==> src/rtl/avr_progmem_ctrl_if.sv <==
// Bus bundle between the program-memory controller, the CPU fetch/LPM ports, the loader and the RAM.
// LPM signals exist only when AVR_PROGMEM_LPM_EN is defined.
interface avr_progmem_ctrl_if #(
    parameter int ADDR_WIDTH = 9,
    parameter int DATA_WIDTH = 16
);
    logic                  prog_en;
    logic                  cpu_rst;

    logic                  fetch_req;
    logic [ADDR_WIDTH-1:0] fetch_addr;
    logic                  fetch_stall;
    logic                  fetch_valid;
    logic [DATA_WIDTH-1:0] fetch_data;

`ifdef AVR_PROGMEM_LPM_EN
    logic                  lpm_req;
    logic [ADDR_WIDTH-1:0] lpm_addr;
    logic                  lpm_stall;
    logic                  lpm_valid;
    logic [DATA_WIDTH-1:0] lpm_data;
`endif

    logic                  ld_req;
    logic [ADDR_WIDTH-1:0] ld_addr;
    logic [DATA_WIDTH-1:0] ld_data;
    logic                  ld_ack;

    logic [ADDR_WIDTH-1:0] mem_addr;
    logic [DATA_WIDTH-1:0] mem_wdata;
    logic                  mem_we;
    logic [DATA_WIDTH-1:0] mem_rdata;

    // Controller side
    modport slave (
`ifdef AVR_PROGMEM_LPM_EN
        input  lpm_req, lpm_addr,
        output lpm_stall, lpm_valid, lpm_data,
`endif
        input  prog_en, fetch_req, fetch_addr, ld_req, ld_addr, ld_data, mem_rdata,
        output cpu_rst, fetch_stall, fetch_valid, fetch_data, ld_ack,
        output mem_addr, mem_wdata, mem_we
    );

    // CPU, loader and RAM side
    modport master (
`ifdef AVR_PROGMEM_LPM_EN
        output lpm_req, lpm_addr,
        input  lpm_stall, lpm_valid, lpm_data,
`endif
        output prog_en, fetch_req, fetch_addr, ld_req, ld_addr, ld_data, mem_rdata,
        input  cpu_rst, fetch_stall, fetch_valid, fetch_data, ld_ack,
        input  mem_addr, mem_wdata, mem_we
    );
endinterface

==> src/rtl/avr_progmem_ctrl.sv <==
// Program-memory sequencer/arbiter: CPU fetch, optional LPM reads (AVR_PROGMEM_LPM_EN) and loader writes
// share one single-port RAM; the CPU is held in reset while the loader owns the memory.
//
// state      | meaning
// -----------+-----------------------------------------------------------
// ST_RELEASE | one-cycle gap after reset or programming, CPU still in reset
// ST_RUN     | CPU running, reads arbitrated (LPM over fetch)
// ST_PROG    | loader owns memory, writes issued on ld_req, CPU in reset
module avr_progmem_ctrl #(
    parameter int ADDR_WIDTH = 9,
    parameter int DATA_WIDTH = 16
) (
    input  logic               clk,
    input  logic               rst,
    avr_progmem_ctrl_if.slave  bus
);

    typedef enum logic [1:0] {
        ST_RELEASE = 2'd0,
        ST_RUN     = 2'd1,
        ST_PROG    = 2'd2
    } state_t;

    state_t                state;
    state_t                state_nxt;
    logic                  read_open;
    logic                  fetch_grant;
    logic                  lpm_grant;
    logic                  wr_issue;
    logic                  cpu_rst_q;
    logic                  fetch_valid_q;
    logic                  lpm_valid_q;
    logic [ADDR_WIDTH-1:0] addr_mux;
    logic [DATA_WIDTH-1:0] rdata;

    always_ff @(posedge clk or posedge rst) begin
        if (rst) begin
            state         <= ST_RELEASE;
            cpu_rst_q     <= 1'b1;
            fetch_valid_q <= 1'b0;
            lpm_valid_q   <= 1'b0;
        end else begin
            state         <= state_nxt;
            cpu_rst_q     <= (state_nxt != ST_RUN);
            fetch_valid_q <= fetch_grant;
            lpm_valid_q   <= lpm_grant;
        end
    end

    always_comb begin
        state_nxt   = state;
        read_open   = 1'b0;
        wr_issue    = 1'b0;
        fetch_grant = 1'b0;
        lpm_grant   = 1'b0;

        case (state)
            ST_RELEASE: state_nxt = bus.prog_en ? ST_PROG : ST_RUN;
            ST_RUN: begin
                if (bus.prog_en) begin
                    state_nxt = ST_PROG;
                end else begin
                    read_open = 1'b1;
                end
            end
            ST_PROG: begin
                wr_issue = bus.ld_req;
                // A write pending alongside the prog_en fall keeps us here one more cycle
                if (!bus.prog_en && !bus.ld_req) begin
                    state_nxt = ST_RELEASE;
                end
            end
            default: state_nxt = ST_RELEASE;
        endcase

`ifdef AVR_PROGMEM_LPM_EN
        lpm_grant   = read_open && bus.lpm_req;
        fetch_grant = read_open && bus.fetch_req && !bus.lpm_req;
`else
        fetch_grant = read_open && bus.fetch_req;
`endif
    end

    always_comb begin
        addr_mux = bus.fetch_addr;
        if (wr_issue) begin
            addr_mux = bus.ld_addr;
        end
`ifdef AVR_PROGMEM_LPM_EN
        else if (lpm_grant) begin
            addr_mux = bus.lpm_addr;
        end
`endif
    end

    assign rdata           = bus.mem_rdata;

    assign bus.cpu_rst     = cpu_rst_q;
    assign bus.mem_addr    = addr_mux;
    assign bus.mem_wdata   = bus.ld_data;
    assign bus.mem_we      = wr_issue;
    assign bus.ld_ack      = wr_issue;

    assign bus.fetch_valid = fetch_valid_q;
    assign bus.fetch_data  = rdata;

`ifdef AVR_PROGMEM_LPM_EN
    assign bus.fetch_stall = !read_open || bus.lpm_req;
    assign bus.lpm_stall   = !read_open;
    assign bus.lpm_valid   = lpm_valid_q;
    assign bus.lpm_data    = rdata;
`else
    assign bus.fetch_stall = !read_open;
`endif

endmodule

==> src/flat_wrapper.sv <==
// flat-port wrapper written by rule: the top's interface ports become plain ports
module avr_progmem_ctrl_flat 
#(
    parameter int ADDR_WIDTH = 9,
    parameter int DATA_WIDTH = 16
)
  (clk, rst, bus_prog_en, bus_fetch_req, bus_fetch_addr, bus_ld_req, bus_ld_addr, bus_ld_data, bus_mem_rdata, bus_cpu_rst, bus_fetch_stall, bus_fetch_valid, bus_fetch_data, bus_ld_ack, bus_mem_addr, bus_mem_wdata, bus_mem_we);
  avr_progmem_ctrl_if #(.ADDR_WIDTH(ADDR_WIDTH), .DATA_WIDTH(DATA_WIDTH)) bus_i ();
  input  logic clk;
  input  logic rst;
  input wire logic [$bits(bus_i.prog_en)-1:0] bus_prog_en;
  input wire logic [$bits(bus_i.fetch_req)-1:0] bus_fetch_req;
  input wire logic [$bits(bus_i.fetch_addr)-1:0] bus_fetch_addr;
  input wire logic [$bits(bus_i.ld_req)-1:0] bus_ld_req;
  input wire logic [$bits(bus_i.ld_addr)-1:0] bus_ld_addr;
  input wire logic [$bits(bus_i.ld_data)-1:0] bus_ld_data;
  input wire logic [$bits(bus_i.mem_rdata)-1:0] bus_mem_rdata;
  output wire logic [$bits(bus_i.cpu_rst)-1:0] bus_cpu_rst;
  output wire logic [$bits(bus_i.fetch_stall)-1:0] bus_fetch_stall;
  output wire logic [$bits(bus_i.fetch_valid)-1:0] bus_fetch_valid;
  output wire logic [$bits(bus_i.fetch_data)-1:0] bus_fetch_data;
  output wire logic [$bits(bus_i.ld_ack)-1:0] bus_ld_ack;
  output wire logic [$bits(bus_i.mem_addr)-1:0] bus_mem_addr;
  output wire logic [$bits(bus_i.mem_wdata)-1:0] bus_mem_wdata;
  output wire logic [$bits(bus_i.mem_we)-1:0] bus_mem_we;
  assign bus_i.prog_en = bus_prog_en;
  assign bus_i.fetch_req = bus_fetch_req;
  assign bus_i.fetch_addr = bus_fetch_addr;
  assign bus_i.ld_req = bus_ld_req;
  assign bus_i.ld_addr = bus_ld_addr;
  assign bus_i.ld_data = bus_ld_data;
  assign bus_i.mem_rdata = bus_mem_rdata;
  assign bus_cpu_rst = bus_i.cpu_rst;
  assign bus_fetch_stall = bus_i.fetch_stall;
  assign bus_fetch_valid = bus_i.fetch_valid;
  assign bus_fetch_data = bus_i.fetch_data;
  assign bus_ld_ack = bus_i.ld_ack;
  assign bus_mem_addr = bus_i.mem_addr;
  assign bus_mem_wdata = bus_i.mem_wdata;
  assign bus_mem_we = bus_i.mem_we;
  avr_progmem_ctrl #(.ADDR_WIDTH(ADDR_WIDTH), .DATA_WIDTH(DATA_WIDTH)) u_core (.clk(clk), .rst(rst), .bus(bus_i));
endmodule
==> config.mk <==
export PLATFORM = sky130hd
export DESIGN_NAME = avr_progmem_ctrl_flat
export DESIGN_NICKNAME = d
export VERILOG_FILES = /design/src/rtl/avr_progmem_ctrl_if.sv /design/src/rtl/avr_progmem_ctrl.sv /design/src/flat_wrapper.sv
export SDC_FILE = /design/constraint.sdc
export NUM_CORES = 1
export LEC_CHECK = 0
export CAP_MARGIN = 20
export CORE_MARGIN = 4
export CORE_UTILIZATION = 21
export CTS_BUF_LIST = sky130_fd_sc_hd__clkbuf_4 sky130_fd_sc_hd__clkbuf_8 sky130_fd_sc_hd__clkbuf_16
export CTS_CLUSTER_SIZE = 16
export DETAILED_ROUTE_END_ITERATION = 6
export GPL_TIMING_DRIVEN = 0
export PLACE_DENSITY = 0.81
export SLEW_MARGIN = 0
export SYNTH_ARGS = -nofsm -noshare
export SYNTH_HDL_FRONTEND = slang
export SYNTH_SLANG_ARGS = --single-unit
export TNS_END_PERCENT = 30
==> constraint.sdc <==
create_clock -name clk -period 2.1 [get_ports clk]
set_input_delay 0.42 -clock clk [delete_from_list [all_inputs] [get_ports clk]]
set_output_delay 0.42 -clock clk [all_outputs]
set_load 0.01 [all_outputs]
# Word level (Yosys, flattened, before mapping)
# Index checks and enable logic that the tools add are counted.
[word_totals] regBits=4 in_bits=55 output_inout_bits=46 wordCells=20
[classes] n_eq_ne=3 n_mux=8 n_reduce_logical=6
[ops] operator="$mux W9" count=1
[ops] operator="$mux W2" count=3
[ops] operator="$pmux W2 S3" count=1
[ops] operator="$logic_not A1 Y1" count=3
[ops] operator="$mux W1" count=3
[ops] operator="$eq A2 B1 Y1 const B" count=1
[ops] operator="$eq A2 B2 Y1 const B" count=1
[ops] operator="$logic_and A1 B1 Y1" count=2
[ops] operator="$logic_not A2 Y1" count=1
[ops] operator="$ne A2 B1 Y1 const B" count=1

# Logic depth before layout (Yosys ltp)
[depth] ltp_word=5 depth_mapped=4 mapped_depth_nobuf=2

# Worst setup path before layout
# OpenSTA, ideal clock, no wires.
[synth_timing] path_kind="register to output" startpoint="reg u_core.state[0]" endpoint="out bus_mem_addr[0]" t_arrival_ps=1000 required_ps=1680 setup_slack_ps=680 path_stages_with_launch=4 path_buffers=1 path_cell_list="dfrtp_1 nand3b_1 buf_6 mux2_4"
[synth_between] elab_chain_cells=3
[synth_lines] item="start, declared" line_no="avr_progmem_ctrl.sv:24" rtl="state_t state;"
[synth_lines] item="start signal, assigned" line_no="avr_progmem_ctrl.sv:43" rtl="state <= state_nxt;"
[synth_lines] item="$eq A2 B2 Y1" line_no="avr_progmem_ctrl.sv:57" rtl="case (state)"
[synth_lines] item="$mux W1" line_no="avr_progmem_ctrl.sv:57"
[synth_lines] item="$mux W9" line_no="avr_progmem_ctrl.sv:86" rtl="if (wr_issue) begin"
[synth_lines] item="end, declared" line_no="flat_wrapper.sv:23" rtl="output wire logic [$bits(bus_i.mem_addr)-1:0] bus_mem_addr;"
# No other way between the ends.

# Worst setup path after layout
[layout_timing] startpoint="in bus_ld_req" endpoint="out bus_mem_addr[3]"
[layout_between] elab_chain_cells=2
[layout_lines] item="start, declared" line_no="flat_wrapper.sv:14" rtl="input wire logic [$bits(bus_i.ld_req)-1:0] bus_ld_req;"
[layout_lines] item="$mux W1" line_no="avr_progmem_ctrl.sv:57"
[layout_lines] item="$mux W9" line_no="avr_progmem_ctrl.sv:86"
# No other way between the ends.

==> results.md <==
- RSZ-0062 raised after global routing: false
- Worst hold path class: in2async
- Worst vdd ir: 253 uV
- Reg clk slew, reported paths: 50 ps
- Mean post-synth cell area: 9.63 um2
- Reg2reg start: u_core.state[1]
- Global-route wire length before repair: 2700 um
- Largest area contributor in the synthesized netlist: buf_4
- Number of setup violations in the final report: 0
- DRC violations left: 0
- GRT Total Usage: 10.1%
- Status: completed
- Clk root buf: clkbuf_4
- Worst-path maximum fanout: 10
- Dpl hpwl: 1840 um
- Worst Reg2Reg Path Length in Cells: 2
- Mapped Area: 539 um2
- Final wirelength: 2010 um
- Post-CTS Hold Fix Bufs: 0
- Initial DRT Pass Iterations: 4
- Number of register bits inferred by synthesis: 4
- Final min period: 2020 ps
- Power Density: 376 mW/mm2
- Worst EP arrival: 1600 ps
- Post-synth EDFFs: 0
- Clock Sink Count: 4
- Crit path required time: 1680 ps
- RR Endpoint: u_core.bus.fetch_valid
- Starting Density: 22.0%
- Post-route cell area: 0.00124 mm2
- I/O pin count: 101
- # nets final: 184
- Num CTS Buffers: 3
- Worst skew pair latency: 240 ps
- Number of global-route vias before repair: 696
- Largest net degree at the start of global routing: 11
- Met1 Usage GRT: 9.66%
- Slowest-stage cell, CP: clkdlybuf4s50_1
- Asr flop ratio synth: 100%
- WS Path Type: in2out
- H-Tree Depth: 1
- Remaining Overflow, GRT: 0
- Tcrit/Tclk final: 96.3%
- Die height: 58.7 um
- R2R Setup Slk: 1260 ps
- Fillers: 220
- DR WL/cell: 12.7 um
- Leak pwr: 0.000615 uW
- Met2 Use GR: 19.1%
- # port buffers: 68
- Most frequent cell after synthesis: buf_4
- # rows: 18
- Peak Freq: 0.494 GHz
- Share of post-route cells with drive strength above 1: 46.1%
- GPL Wtd Cong: 0.858
- Pre-CTS setup slack: -276 ps
- Drt first-iter violations: 8
- Layout area overhead: 130%
- Post-synthesis instance total: 56
- Die Wd: 58.7 um
- Die area: 0.00344 mm2
- Synth warn: 0
- Netlist cell types: 11
- Core ar.: 0.00245 mm2
- CP Capture Type: primary output
- Register area share after synthesis: 18.8%
- Clk buf depth: 2
- Critical path startpoint category: input port
- Top post-synthesis cells by count: buf_4, mux2_4, dfrtp_1, inv_1, a21oi_1
- Critical Path, Cell by Cell: clkdlybuf4s50_1 -> nand3b_1 -> buf_6 -> mux2_4 -> buf_2
- Final ANT Viol Nets: 0
- Post-DP Area: 0.00126 mm2
- Synth top area share: 45.9%
- Synth Flop Type: dfrtp_1
- Gr busiest metal: met2
- Worst-Margin Slew: 162 ps
- Slew margin rel.: 89.2%
- Via count: 627
- TritonCTS clock tree: yes
- Synth top area cells: buf_4, mux2_4, dfrtp_1, dfstp_2, buf_6
- CP max stage delay: 480 ps
- Final hold vios: 0
- ANT cells: 0
- Initial antenna violation count: 0
- Slew Limit Fails: 0
- Via density: 3.97
- Synthesized Nets: 111
- Clock skew: 11.9 ps
- Worst setup margin: 76.9 ps
- Max cap viols: 0
- Met3 GRT Util: 4.82%
## report_power, final
group / switching, uW / internal [uW]
combinational: 81.6 / 178
sequential: 4.42 / 84.0
clock: 34.5 / 84.4
## worst max-delay path: cells and delay by family
kind | cells | cell delay (ps)
buffers and inverters | 3 | 790
multiplexers | 1 | 300
AND/OR/NAND/NOR | 1 | 100
## flip-flops by register name, summed over array words and instances, names as in the netlist
register	flops
u_core.state	2
u_core.bus.fetch_valid	1
u_core.bus.cpu_rst	1
## cell families (layout without fill, tap and decap cells)
| logic type | count (synthesis) | in the layout | synth area share, % |
|---|---|---|---|
| AOI/OAI and AO/OA | 2 | 2 | 1.86 |
| buffers and inverters | 37 | 109 | 50.1 |
| DFF | 4 | 4 | 18.8 |
| muxes | 9 | 9 | 25.1 |
| and+or+nand+nor | 4 | 4 | 4.18 |
## what timing repair did
item,CTS,global route
gates cloned,0,0
setup endpoints to repair,11,1
gates resized for setup,38,1
pin swaps,0,0
buffers inserted,0,0
## area by class of cell
class	count	area [um2]	share of cell area, %
Buffer	34	259	20.8
Clock buffer	4	30.0	2.42
Inverter	3	11.3	0.906
Multi-Input combinational cell	15	170	13.7
Sequential cell	4	101	8.16
Tap cell	30	37.5	3.02
Timing Repair Buffer	68	633	51.0
## how the worst max path moves through the flow
stage | startpoint | slack (ps) | cells past startpoint | to
after floorplan | u_core.state[0] | 680 | 3 | bus_mem_addr[0]
after global placement | bus_ld_req | -300 | 5 | bus_mem_addr[4]
after detailed placement | bus_ld_req | -280 | 5 | bus_mem_addr[1]
after CTS | bus_prog_en | 40 | 4 | bus_fetch_stall
after global routing | bus_ld_req | 10 | 6 | bus_mem_we
final | bus_ld_req | 80 | 5 | bus_mem_addr[3]
## per-layer routing
metal,share of wire (%),up-vias
met5,0,-
met4,0,0
met3,22,0
met2,45,74
met1,32,265
li1,-,288
## per-stage QoR
step,hold slack [ps],power (uW),setup TNS (ps),instances,utilization [%]
after floorplan,185,214,0,56,-
after global placement,472,365,-2880,154,51.2
after detailed placement,490,370,-2750,154,51.2
after CTS,357,475,0,158,50.5
after global routing,365,490,0,158,50.6
final,361,467,0,158,50.6
## cell usage in the layout, fill, tap and decap left out, types with 2 or more instances in the layout
cell type,instances
dfrtp_1,3
dlygate4sd2_1,2
clkbuf_4,4
buf_2,9
mux2_4,9
a21oi_1,2
buf_4,33
clkdlybuf4s50_1,57
inv_1,3
Note: power is estimated with default switching activity, not from simulation.
